## src/rtl/irq_pkg.sv

```systemverilog
// Shared types and constants for the machine-mode interrupt controller.
package irq_pkg;

  typedef enum logic [1:0] {IDLE, REQ, SERVICE} irq_state_e;

  localparam int NUM_SRC = 3;

  // Source slot order inside the packed pending/eligible vectors
  localparam int SRC_MSI = 0;
  localparam int SRC_MTI = 1;
  localparam int SRC_MEI = 2;

  // mie/mip bit positions
  localparam int MSI_BIT = 3;
  localparam int MTI_BIT = 7;
  localparam int MEI_BIT = 11;

  localparam logic [30:0] CODE_MSI   = 31'd3;
  localparam logic [30:0] CODE_MTI   = 31'd7;
  localparam logic [30:0] CODE_MEI   = 31'd11;
  localparam logic [31:0] MCAUSE_IRQ = 32'h8000_0000;

  // Winner among eligible sources: MEI > MSI > MTI
  function automatic logic [1:0] pick_src(input logic [NUM_SRC-1:0] elig);
    if (elig[SRC_MEI])      pick_src = 2'(SRC_MEI);
    else if (elig[SRC_MSI]) pick_src = 2'(SRC_MSI);
    else                    pick_src = 2'(SRC_MTI);
  endfunction

endpackage

```

## src/rtl/irq_ctrl_if.sv

```systemverilog
// Core-side trap handshake of the interrupt controller.
interface irq_ctrl_if;
  logic        irq_req;
  logic [31:0] irq_cause;
  logic        in_service;
  logic        irq_ack;
  logic        mret;

  modport master (output irq_req, irq_cause, in_service, input irq_ack, mret);
  modport slave  (input irq_req, irq_cause, in_service, output irq_ack, mret);
endinterface

```

## src/rtl/irq_edge_latch.sv

```systemverilog
// Rising-edge detector feeding a sticky pending bit; a same-cycle set beats clear.
module irq_edge_latch (
  input  logic clk,
  input  logic rst,
  input  logic in,
  input  logic clr,
  output logic pending
);
  logic prev;
  logic evt;

  assign evt = in & ~prev;

  always_ff @(posedge clk or negedge rst) begin
    if (!rst) begin
      prev    <= 1'b0;
      pending <= 1'b0;
    end else begin
      prev    <= in;
      pending <= evt | (pending & ~clr);
    end
  end
endmodule

```

## src/rtl/irq_ctrl.sv

```systemverilog
// Machine-mode interrupt controller: edge-latched pending, priority select,
// req/ack/mret handshake FSM and a saturating taken-interrupt counter.
module irq_ctrl
  import irq_pkg::*;
#(
  parameter int          CNT_W    = 16,
  parameter logic [30:0] MSI_CODE = CODE_MSI,
  parameter logic [30:0] MTI_CODE = CODE_MTI,
  parameter logic [30:0] MEI_CODE = CODE_MEI
) (
  input  logic             clk,
  input  logic             rst,
  irq_ctrl_if.master       core,
  input  logic             timer_interrupt,
  input  logic             ext_irq,
  input  logic             sw_irq,
  input  logic             mstatus_mie,
  input  logic [31:0]      mie,
  output logic [31:0]      mip,
  output logic [CNT_W-1:0] irq_count
);

  irq_state_e           state, nxt;
  logic [NUM_SRC-1:0]   src, pend, en, elig, clr;
  logic [NUM_SRC:0]     elig_pad;
  logic [1:0]           win, sel_q;
  logic [31:0]          cause_q;
  logic [30:0]          win_code;
  logic                 ack_take;

  logic unused_mie;
  assign unused_mie = ^{mie[31:12], mie[10:8], mie[6:4], mie[2:0]};

  assign src      = {ext_irq, timer_interrupt, sw_irq};
  assign en       = {mie[MEI_BIT], mie[MTI_BIT], mie[MSI_BIT]};
  assign elig     = pend & en & {NUM_SRC{mstatus_mie}};
  assign elig_pad = {1'b0, elig};
  assign win      = pick_src(elig);
  assign ack_take = (state == REQ) && core.irq_ack;

  for (genvar i = 0; i < NUM_SRC; i++) begin : g_src
    assign clr[i] = ack_take && (sel_q == 2'(i));
    irq_edge_latch u_lat (
      .clk     (clk),
      .rst     (rst),
      .in      (src[i]),
      .clr     (clr[i]),
      .pending (pend[i])
    );
  end

  always_comb begin
    mip          = '0;
    mip[MSI_BIT] = pend[SRC_MSI];
    mip[MTI_BIT] = pend[SRC_MTI];
    mip[MEI_BIT] = pend[SRC_MEI];
  end

  always_comb begin
    case (win)
      2'(SRC_MEI): win_code = MEI_CODE;
      2'(SRC_MSI): win_code = MSI_CODE;
      default:     win_code = MTI_CODE;
    endcase
  end

  always_ff @(posedge clk or negedge rst) begin
    if (!rst) state <= IDLE;
    else      state <= nxt;
  end

  // Ack outranks a same-cycle loss of enable, so it is tested first
  always_comb begin
    nxt = state;
    case (state)
      IDLE:    if (|elig) nxt = REQ;
      REQ:     if (core.irq_ack) nxt = SERVICE;
               else if (!elig_pad[sel_q]) nxt = IDLE;
      SERVICE: if (core.mret) nxt = IDLE;
      default: nxt = IDLE;
    endcase
  end

  always_comb begin
    core.irq_req    = (state == REQ);
    core.in_service = (state == SERVICE);
    core.irq_cause  = cause_q;
  end

  // Cause is captured only on IDLE->REQ, freezing it for the whole request
  always_ff @(posedge clk or negedge rst) begin
    if (!rst) begin
      sel_q   <= 2'(SRC_MSI);
      cause_q <= '0;
    end else if (state == IDLE && |elig) begin
      sel_q   <= win;
      cause_q <= MCAUSE_IRQ | {1'b0, win_code};
    end
  end

  always_ff @(posedge clk or negedge rst) begin
    if (!rst)                               irq_count <= '0;
    else if (ack_take && irq_count != '1)   irq_count <= irq_count + 1'b1;
  end

endmodule

```

## src/flat_wrapper.sv

```systemverilog
// flat-port wrapper written by rule: the top's interface ports become plain ports
module irq_ctrl_flat import irq_pkg::*;
#(
  parameter int          CNT_W    = 16,
  parameter logic [30:0] MSI_CODE = CODE_MSI,
  parameter logic [30:0] MTI_CODE = CODE_MTI,
  parameter logic [30:0] MEI_CODE = CODE_MEI
)
  (clk, rst, timer_interrupt, ext_irq, sw_irq, mstatus_mie, mie, mip, irq_count, core_irq_req, core_irq_cause, core_in_service, core_irq_ack, core_mret);
  irq_ctrl_if core_i ();
  input  logic clk;
  input  logic rst;
  input  logic timer_interrupt;
  input  logic ext_irq;
  input  logic sw_irq;
  input  logic mstatus_mie;
  input  logic [31:0] mie;
  output logic [31:0] mip;
  output logic [CNT_W-1:0] irq_count;
  output wire logic [$bits(core_i.irq_req)-1:0] core_irq_req;
  output wire logic [$bits(core_i.irq_cause)-1:0] core_irq_cause;
  output wire logic [$bits(core_i.in_service)-1:0] core_in_service;
  input wire logic [$bits(core_i.irq_ack)-1:0] core_irq_ack;
  input wire logic [$bits(core_i.mret)-1:0] core_mret;
  assign core_irq_req = core_i.irq_req;
  assign core_irq_cause = core_i.irq_cause;
  assign core_in_service = core_i.in_service;
  assign core_i.irq_ack = core_irq_ack;
  assign core_i.mret = core_mret;
  irq_ctrl #(.CNT_W(CNT_W), .MSI_CODE(MSI_CODE), .MTI_CODE(MTI_CODE), .MEI_CODE(MEI_CODE)) u_core (.clk(clk), .rst(rst), .core(core_i), .timer_interrupt(timer_interrupt), .ext_irq(ext_irq), .sw_irq(sw_irq), .mstatus_mie(mstatus_mie), .mie(mie), .mip(mip), .irq_count(irq_count));
endmodule
```

## config.mk

```make
export PLATFORM = sky130hd
export DESIGN_NAME = irq_ctrl_flat
export DESIGN_NICKNAME = d
export VERILOG_FILES = /design/src/rtl/irq_pkg.sv /design/src/rtl/irq_ctrl_if.sv /design/src/rtl/irq_edge_latch.sv /design/src/rtl/irq_ctrl.sv /design/src/flat_wrapper.sv
export SDC_FILE = /design/constraint.sdc
export NUM_CORES = 1
export LEC_CHECK = 0
export BUFFER_PORTS_ARGS = -buffer_cell sky130_fd_sc_hd__clkbuf_2
export CAP_MARGIN = 10
export CORE_UTILIZATION = 35
export CTS_CLUSTER_DIAMETER = 50
export DETAILED_ROUTE_END_ITERATION = 8
export PLACE_DENSITY_LB_ADDON = 0.05
export SLEW_MARGIN = 20
export SYNTH_ARGS = -nofsm -noshare
export SYNTH_HDL_FRONTEND = slang
export SYNTH_HIERARCHICAL = 1
export SYNTH_SLANG_ARGS = --single-unit
```

## constraint.sdc

```tcl
create_clock -name clk -period 1.6 [get_ports clk]
set_input_delay 0.48 -clock clk [delete_from_list [all_inputs] [get_ports clk]]
set_output_delay 0.48 -clock clk [all_outputs]
set_load 0.01 [all_outputs]
```

==> run_results.csv <==
group,metric,value,unit
global_routing,overflow,0,
clock_network,root_buffer,"clkbuf_8",
die,num_rows,25,
logic_synthesis,synth_top_area_cell,"dfrtp_1",
die,die_h,72.39,um
cells_and_area,fin_nets,281,
global_routing,track_usage,13.49,%
die,dieWidth,72.39,um
worst_hold_path,hold_path_class,"input port to async pin",
clock_network,cts_buffers,3,
critical_path,crit_type,"flip-flop to flip-flop",
critical_path,crit_arrival,1.75,ns
die,core-area,0.004755,mm^2
critical_path,rr_worst_depth,5,
flow_run,maxCapViolCount,0,
global_routing,grt_pass1_vias,1169,
critical_path,r2r_setup_slack,0.004,ns
timing,fmax,626.5,MHz
placed_design,place_hpwl,2.755,mm
die,boundaryPins,122,
placed_design,io_buffers,36,
critical_path,regToRegStartpoint,"u_core/irq_count[0]",
clock_network,clkSlewWorstSetupHoldPaths,0.09,ns
routing,wirelength,3.514,mm
critical_path,critPathCaptureType,"flip-flop",
routing,drt_pass1_iterations,4,
pwr,power,0.002200,W
critical_path,worstPathMaxFanout,2,
logic_synthesis,synth.most_common_cell,"buf_4",
clock_network,clk_latency,0.27,ns
clock_network,htree_num_levels,1,
critical_path,timing.rr.end,"u_core/irq_count[1]",
logic_synthesis,seq_area_frac_synth,40.40,%
clock_network,cts_tree,"yes",
routing,ant_nets,0,
critical_path,required,1.76,ns
clock_network,cts_sinks,28,
timing,hold_viol,0,
logic_synthesis,syn_area,0.001734,mm^2
routing,drcViolationCount,0,
logic_synthesis,yosys_warnings,6,
die,initial_core_util,36.47,%
pwr,leakagePower,1.102,nW
timing,period_share,99.76,%
pwr,power_density,1078,mW/mm^2
cells_and_area,design_area,0.002042,mm^2
cells_and_area,syn_to_final_growth,17.75,%
logic_synthesis,synth-edff-count,0,
logic_synthesis,ys_ff_latch,28,
timing,fin_skew,0.008102,ns
routing,dr_total_vias,1303,
status,run_status,"complete, no violations",
logic_synthesis,ys_async_sr_fraction,100.0,%
placed_design,place_area,0.001974,mm^2
routing,drtIter0Drc,52,
cells_and_area,drive_above_1_share,32.35,%
die,die_area,0.005240,mm^2
routing,viasPerCell,4.272,
timing,post-route-min-period,1.596,ns
logic_synthesis,avgSynthCellArea,9.910,um^2
critical_path,cp-start-kind,"flip-flop",
timing,setup_viol,0,
logic_synthesis,synthCells,175,
pwr,vdd_drop_max,0.0005087,V
global_routing,grt_max_degree,17,
logic_synthesis,synth.distinct_cells,32,
global_routing,antenna_found_initial,0,
global_routing,grt_first_pass_wirelength,5.444,mm
logic_synthesis,synth_area_leaders,"dfrtp_1 40%, buf_4 26%, xnor2_1 6.1%",
cells_and_area,diodes,0,
timing,rsz0062_at_grt,"true",
placed_design,place_congestion,0.7621,
logic_synthesis,synthFlopType,"dfrtp_1",
logic_synthesis,synth_top_area_share,40.40,%
routing,wl_per_cell,11.52,um
logic_synthesis,ys_top_cells_by_count,"59 x buf_4, 28 x dfrtp_1, 12 x xnor2_1, 10 x inv_1, 10 x nand3_1",
clock_network,clockBufferDepth,2,
timing,report.final.slew_viol_count,0,
-- metrics by stage --
step | instances | hold WS [ns] | worst slack (ns) | setup TNS (ns) | util, %
floorplan | 230 | 0.1844 | -0.1105 | -0.2116 | -
global route | 305 | 0.1260 | -0.03630 | -0.07094 | 42.95
CTS | 303 | 0.1181 | -0.002142 | -0.002142 | 42.63
finish | 305 | 0.1098 | 0.003883 | 0 | 42.95
detailed placement | 300 | 0.4240 | 0.004015 | 0 | 41.53
global placement | 300 | 0.4256 | -0.00002531 | -0.00002531 | 41.53
-- placed cells by master, fill, tap and decap left out, drive strengths merged, types with 3 or more instances in the layout --
cell     Yosys  final
o22ai        3      3
a31oi        4      4
o2111ai      3      3
nand2b       3      3
xnor2       12     12
nand3       10     10
clkbuf       0     39
conb         1     56
nand4        6      6
and3         4      4
nor2         5      5
dfrtp       28     28
buf         60     29
inv         10     10
-- repair_timing --
action                                  4_1_cts  5_1_grt
hold buffers                                  0        0
pin swaps                                     2        2
endpoints found under the setup margin        2        8
buffers inserted                              0        2
hold endpoints to repair                      0        0
resized for setup                             2        1
-- routing by layer --
metal / vias up / share of wire [%] / GRT usage [%]
met1: 641 / 37 / 15.36
li1: 613 / - / -
met5: - / 0 / 0
met2: 47 / 56 / 25.65
met3: 2 / 5.8 / 3.472
met4: 0 / 0.48 / 1.961
-- report_power, final --
part / internal [W] / switching, W
combinational: 0.000404 / 0.000454
clock: 0.000169 / 0.000208
sequential: 0.000840 / 0.000125
total: 0.00141 / 0.000787
-- how the worst max path moves through the flow --
stage                                   start                   to  slack, ns  cells past startpoint
after floorplan           u_core/irq_count[0]  u_core/irq_count[1]      -0.11                      5
after global placement    u_core/irq_count[0]  u_core/irq_count[1]   -0.00003                      5
after detailed placement  u_core/irq_count[0]  u_core/irq_count[1]      0.004                      5
after CTS                 u_core/irq_count[0]  u_core/irq_count[1]     -0.002                      5
after global routing      u_core/irq_count[0]  u_core/irq_count[1]      -0.04                      5
final                     u_core/irq_count[0]  u_core/irq_count[1]      0.004                      5
-- area by class of cell --
type	count	area [um^2]
Sequential cell	28	700.7
Inverter	10	37.54
Clock buffer	3	41.29
Fill cell	515	2713
Multi-Input combinational cell	132	768.2
Tap cell	67	83.83
Timing Repair Buffer	65	410.4
-- critical path, cell delays in order, from the launching register on --
cell	delay (ns)
dfrtp_1	0.36
ha_2	0.18
nand4_1	0.09
or4_4	0.42
nor2b_4	0.15
mux2_4	0.28
-- registers in the layout, indices dropped and copies added, names as in the netlist --
register and count:
u_core/g_src.u_lat/prev 3, u_core/g_src.u_lat/pending 3, u_core/core.irq_cause 2, u_core/sel_q 2, u_core/state 2, u_core/irq_count 16
-- cells by family after synthesis --
group / after synthesis / synth area share, %
compound gates: 20 / 9.308
xor+xnor: 13 / 6.566
fa+ha+maj: 1 / 0.7214
buf+inv: 70 / 27.99
flops: 28 / 40.40
mux: 1 / 0.8655
other cells: 1 / 0.2162
simple gates: 41 / 13.93
(Power assumes the default switching activity.)
